[src/rtl/instr_mem_loader.sv]
// Boot loader: takes a framed byte stream, assembles big-endian instructions into instr_mem
// and releases the processor from reset once the frame checksum matches.
module instr_mem_loader #(
    parameter int ADDR_SIZE   = 1024,
    parameter int ADDR_WIDTH  = 32,
    parameter int INSTR_WIDTH = 32
) (
    input  logic                   clk,
    input  logic                   rst,
    input  logic                   load_start,
    input  logic                   byte_valid,
    input  logic [7:0]             byte_data,
    output logic                   byte_ready,
    output logic                   imem_write_en,
    output logic [ADDR_WIDTH-1:0]  imem_write_addr,
    output logic [INSTR_WIDTH-1:0] imem_write_data,
    output logic                   cpu_rst,
    output logic                   busy,
    output logic                   done,
    output logic                   error
);

    // state   | meaning
    // S_IDLE  | after reset, waiting for load_start
    // S_COUNT | shifting in the 4-byte word count N
    // S_DATA  | shifting in instruction bytes, one write per 4 bytes
    // S_CHECK | waiting for the XOR checksum byte
    // S_DONE  | load good, processor released from reset
    // S_ERROR | oversize count or bad checksum, processor held in reset
    typedef enum logic [2:0] {
        S_IDLE, S_COUNT, S_DATA, S_CHECK, S_DONE, S_ERROR
    } state_t;

    localparam int IDX_W = $clog2(ADDR_SIZE + 1);

    state_t           state, state_nxt;
    logic [1:0]       byte_cnt;
    logic [23:0]      shift_reg;
    logic [IDX_W-1:0] word_idx;
    logic [IDX_W-1:0] word_total;
    logic [7:0]       checksum;

    logic        accept;
    logic        last_byte;
    logic        last_word;
    logic [31:0] assembled;

    assign byte_ready = (state == S_COUNT) || (state == S_DATA) || (state == S_CHECK);
    assign busy       = byte_ready;
    assign done       = (state == S_DONE);
    assign error      = (state == S_ERROR);
    assign cpu_rst    = (state != S_DONE);

    assign accept     = byte_valid & byte_ready;
    assign last_byte  = (byte_cnt == 2'd3);
    assign last_word  = ((word_idx + IDX_W'(1)) == word_total);
    assign assembled  = {shift_reg, byte_data};

    always_comb begin
        state_nxt = state;
        case (state)
            S_IDLE, S_DONE, S_ERROR: begin
                if (load_start) state_nxt = S_COUNT;
            end
            S_COUNT: begin
                if (accept && last_byte) begin
                    if (assembled == 32'd0)                 state_nxt = S_CHECK;
                    else if (assembled > 32'(ADDR_SIZE))    state_nxt = S_ERROR;
                    else                                    state_nxt = S_DATA;
                end
            end
            S_DATA: begin
                if (accept && last_byte && last_word) state_nxt = S_CHECK;
            end
            S_CHECK: begin
                if (accept) state_nxt = (byte_data == checksum) ? S_DONE : S_ERROR;
            end
            default: state_nxt = S_IDLE;
        endcase
    end

    always_ff @(posedge clk) begin
        if (rst) begin
            state           <= S_IDLE;
            byte_cnt        <= 2'd0;
            shift_reg       <= 24'd0;
            word_idx        <= '0;
            word_total      <= '0;
            checksum        <= 8'd0;
            imem_write_en   <= 1'b0;
            imem_write_addr <= '0;
            imem_write_data <= '0;
        end else begin
            state         <= state_nxt;
            imem_write_en <= 1'b0;

            if (load_start && !busy) begin
                byte_cnt <= 2'd0;
                word_idx <= '0;
                checksum <= 8'd0;
            end

            if (accept) begin
                byte_cnt  <= byte_cnt + 2'd1;
                shift_reg <= {shift_reg[15:0], byte_data};
                if (state != S_CHECK) checksum <= checksum ^ byte_data;

                // Counts above ADDR_SIZE go to ERROR, so the truncated value is only used when legal.
                if (state == S_COUNT && last_byte) word_total <= assembled[IDX_W-1:0];

                if (state == S_DATA && last_byte) begin
                    imem_write_en   <= 1'b1;
                    imem_write_addr <= ADDR_WIDTH'({word_idx, 2'b00});
                    imem_write_data <= INSTR_WIDTH'(assembled);
                    word_idx        <= word_idx + IDX_W'(1);
                end
            end
        end
    end

endmodule

[config.mk]
export PLATFORM = sky130hd
export DESIGN_NAME = instr_mem_loader
export DESIGN_NICKNAME = d
export VERILOG_FILES = /design/src/rtl/instr_mem_loader.sv
export SDC_FILE = /design/constraint.sdc
export NUM_CORES = 1
export LEC_CHECK = 0
export CAP_MARGIN = 20
export CORE_ASPECT_RATIO = 1.5
export CORE_MARGIN = 3
export CORE_UTILIZATION = 55
export CTS_BUF_LIST = sky130_fd_sc_hd__clkbuf_8
export CTS_CLUSTER_DIAMETER = 50
export DETAILED_ROUTE_END_ITERATION = 8
export GPL_TIMING_DRIVEN = 0
export MAX_ROUTING_LAYER = met4
export PLACE_DENSITY = 0.83
export SYNTH_ARGS = -nofsm -noshare
export SYNTH_HDL_FRONTEND = slang
export SYNTH_SLANG_ARGS = --single-unit
[constraint.sdc]
create_clock -name clk -period 5.65 [get_ports clk]
set_input_delay 1.13 -clock clk [delete_from_list [all_inputs] [get_ports clk]]
set_output_delay 1.13 -clock clk [all_outputs]
set_load 0.05 [all_outputs]
==> out/qor.csv <==
stage,metric,value,unit
synth,syn_avg_cell_area,7.79,um2
drt,wl,11400,um
setup_path,path_cells,"clkbuf_1, nand2_1, or2_2, inv_1, clkdlybuf4s50_1",
flow_run,drv_cap,0,
pwr,ir_drop,0.199,mV
clock_tree,clock_path_buffers,2,
global_route,grt_usage,25.7,%
placed_design,gp_congestion,0.949,
clock_tree,insertion_delay,0.36,ns
setup_path,crit_family,buffers and inverters,
global_route,grt_max_degree,16,
drt,drc_errors,0,
die,die_w,80.9,um
synth,synth_top_cell_area_share,44.6,%
setup_path,crit_fanout,10,
synth,synth_edf_count,0,
placed_design,dpl.hpwl,8310,um
cells_and_area,nNetsFinal,690,
sta,final.setup.tns,0,ns
die,coreArea,8110,um2
global_route,first_global_vias,4124,
sta,fin_ws,2.19,ns
setup_path,path_buf_inv,3,
clock_tree,postCtsHoldBufs,0,
clock_tree,cts_htree_levels,3,
drt,avgViaCountPerCell,5.38,
pwr,p_total,0.00142,W
setup_path,cp-end-kind,primary output,
synth,synth_area_leaders,"dfxtp_1 45%, nand2_1 12%, a21oi_1 9.5%",
sta,maxSlewViolCount,0,
synth,ys_ff_latch,103,
setup_path,startpoint_type,flop,
placed_design,port_buffers,51,
sta,fin_crit,3.46,ns
setup_path,critPathRequiredTime,4.52,ns
sta,hold_ws,0.457,ns
global_route,antenna_found_initial,0,
sta,finalSetupViolations,0,
sta,worst_pin_slew,0.543,ns
cells_and_area,final_cell_mix,"148 x nand2_1, 103 x dfxtp_1, 88 x a21oi_1",
outcome,status,completed,
drt,wl_per_cell,14.5,um
sta,fin_worst_skew,0.00361,ns
placed_design,preCtsSetupSlack,2.45,ns
cells_and_area,largest_reg_flops,32,
synth,syn_area,4630,um2
global_route,grt.overflow.total,0,
drt,firstDrtPassIters,5,
setup_path,crit_slowest_cell,clkdlybuf4s50_1,
setup_path,worst-setup-path-type,flop to primary output,
die,fp.dieArea,9570,um2
sta,fin_crit_sh,61.2,%
sta,slew_headroom,63.6,%
pwr,powerDensity,257,nW/um2
sta,finalHoldViolations,0,
clock_tree,clk_pin_slew,0.09,ns
pwr,power_leakage,2.03,nW
setup_path,rrSetupSlack,3.30,ns
clock_tree,cts_root_buffer,clkbuf_8,
drt,drt_iter0_markers,270,
setup_path,max_stage_delay,0.79,ns
synth,yosys_warnings,0,
cells_and_area,insertedDiodeCount,0,
cells_and_area,area_growth,19.3,%
synth,synth.distinct_cells,46,
synth,ys_seq_area_share,44.6,%
clock_tree,numCtsBuffers,9,
hold_path,min_path_type,flop to flop,
die,initial_core_util,57.1,%
clock_tree,cts_resized,0,
global_route,grt_pass1_wl,19100,um
synth,netlist.top_cell.by_area,dfxtp_1,
clock_tree,cts.sinks,103,
synth,postSynthCellCount,594,
setup_path,cp.arrival,2.33,ns
sta,rsz0062_at_grt,no,
synth,synth_ff_type,dfxtp_1,
die,rows,40,
cells_and_area,n_fill_cell,684,
drt,vias,4226,
clock_tree,cts_setup_buffers,0,
die,chipHeight,118,um
sta,max_clock_freq,289,MHz
die,ioPinCount,82,
synth,async_flop_share,0,%
cells_and_area,layout-drive-gt1-share,8.81,%
cells_and_area,layout_commonest_cell,nand2_1,
clock_tree,cts_tree,done,
drt,ant_nets,0,
-- worst register-to-register path, delay by kind of cell, from the launching register on --
family / cells / cell delay, ns
compound gates: 2 / 0.35
xor+xnor: 1 / 0.20
fa+ha+maj: 1 / 0.33
buf+inv: 1 / 0.21
simple gates: 3 / 0.68
flops: 1 / 0.51
-- metrics by stage --
stage,instances,utilization (%),instance area (um2)
after CTS,786,68.1,5520
after detailed placement,770,65.9,5340
final,786,68.1,5520
after global routing,786,68.1,5520
after global placement,770,65.9,5340
after floorplan,614,-,4700
-- logic make-up after synthesis --
| logic type | after synthesis | share of synthesized area, % |
|---|---|---|
| DFF | 103 | 44.6 |
| other | 1 | 0.0810 |
| xor gates and xnor gates | 26 | 4.92 |
| buffers and inverters | 74 | 8.73 |
| muxes | 13 | 2.81 |
| AOI/OAI and AO/OA | 125 | 14.6 |
| adders and majority gates | 2 | 0.541 |
| and+or+nand+nor | 250 | 23.7 |
-- power by group --
part	internal (W)	switching [W]
combinational	0.0000757	0.000169
sequential	0.000742	0.0000165
clock	0.000180	0.000237
total	0.000998	0.000422
-- layout make-up --
type / count / area (um2) / share of cell area, %
buffer: 70 / 387 / 7.00
clock inverter: 5 / 26.3 / 0.476
tap: 105 / 131 / 2.38
multi-input combinational: 437 / 2240 / 40.5
inverter: 4 / 17.5 / 0.317
timing repair buffer: 51 / 510 / 9.25
clock buffer: 11 / 151 / 2.74
sequential: 103 / 2060 / 37.3
-- path summary, 6_finish.rpt --
check,start,end,depth (start not counted)
min reg2reg,imem_write_data[21],imem_write_data[21],2
max,state[2],done,5
max reg2reg,word_idx[0],state[0],8
min,imem_write_data[21],imem_write_data[21],2
-- synthesized netlist by cell type (2+ instances only) --
cell,n
inv_1,3
nand3b_1,4
xnor2_1,19
buf_4,23
mux2i_1,13
a22oi_1,2
o21ai_0,18
and2_1,3
clkbuf_1,32
or2_2,2
and3_1,5
nand2b_1,2
dfxtp_1,103
a211oi_1,4
or3_1,4
nor3_1,5
nor4_1,9
buf_6,3
nand4_1,4
a21o_1,2
nand2_1,148
a21oi_1,88
buf_2,11
nor2_1,50
ha_1,2
xor2_1,7
a31oi_1,3
nand3_1,7
-- metal layers --
metal	vias up	share of wire, %	global-route usage, %
li1	2094	-	-
met1	1951	40	29.7
met2	150	51	41.9
met3	31	5.6	4.50
met4	0	3.5	13.4
met5	-	0	-
Power figures use the tool's default switching activity.
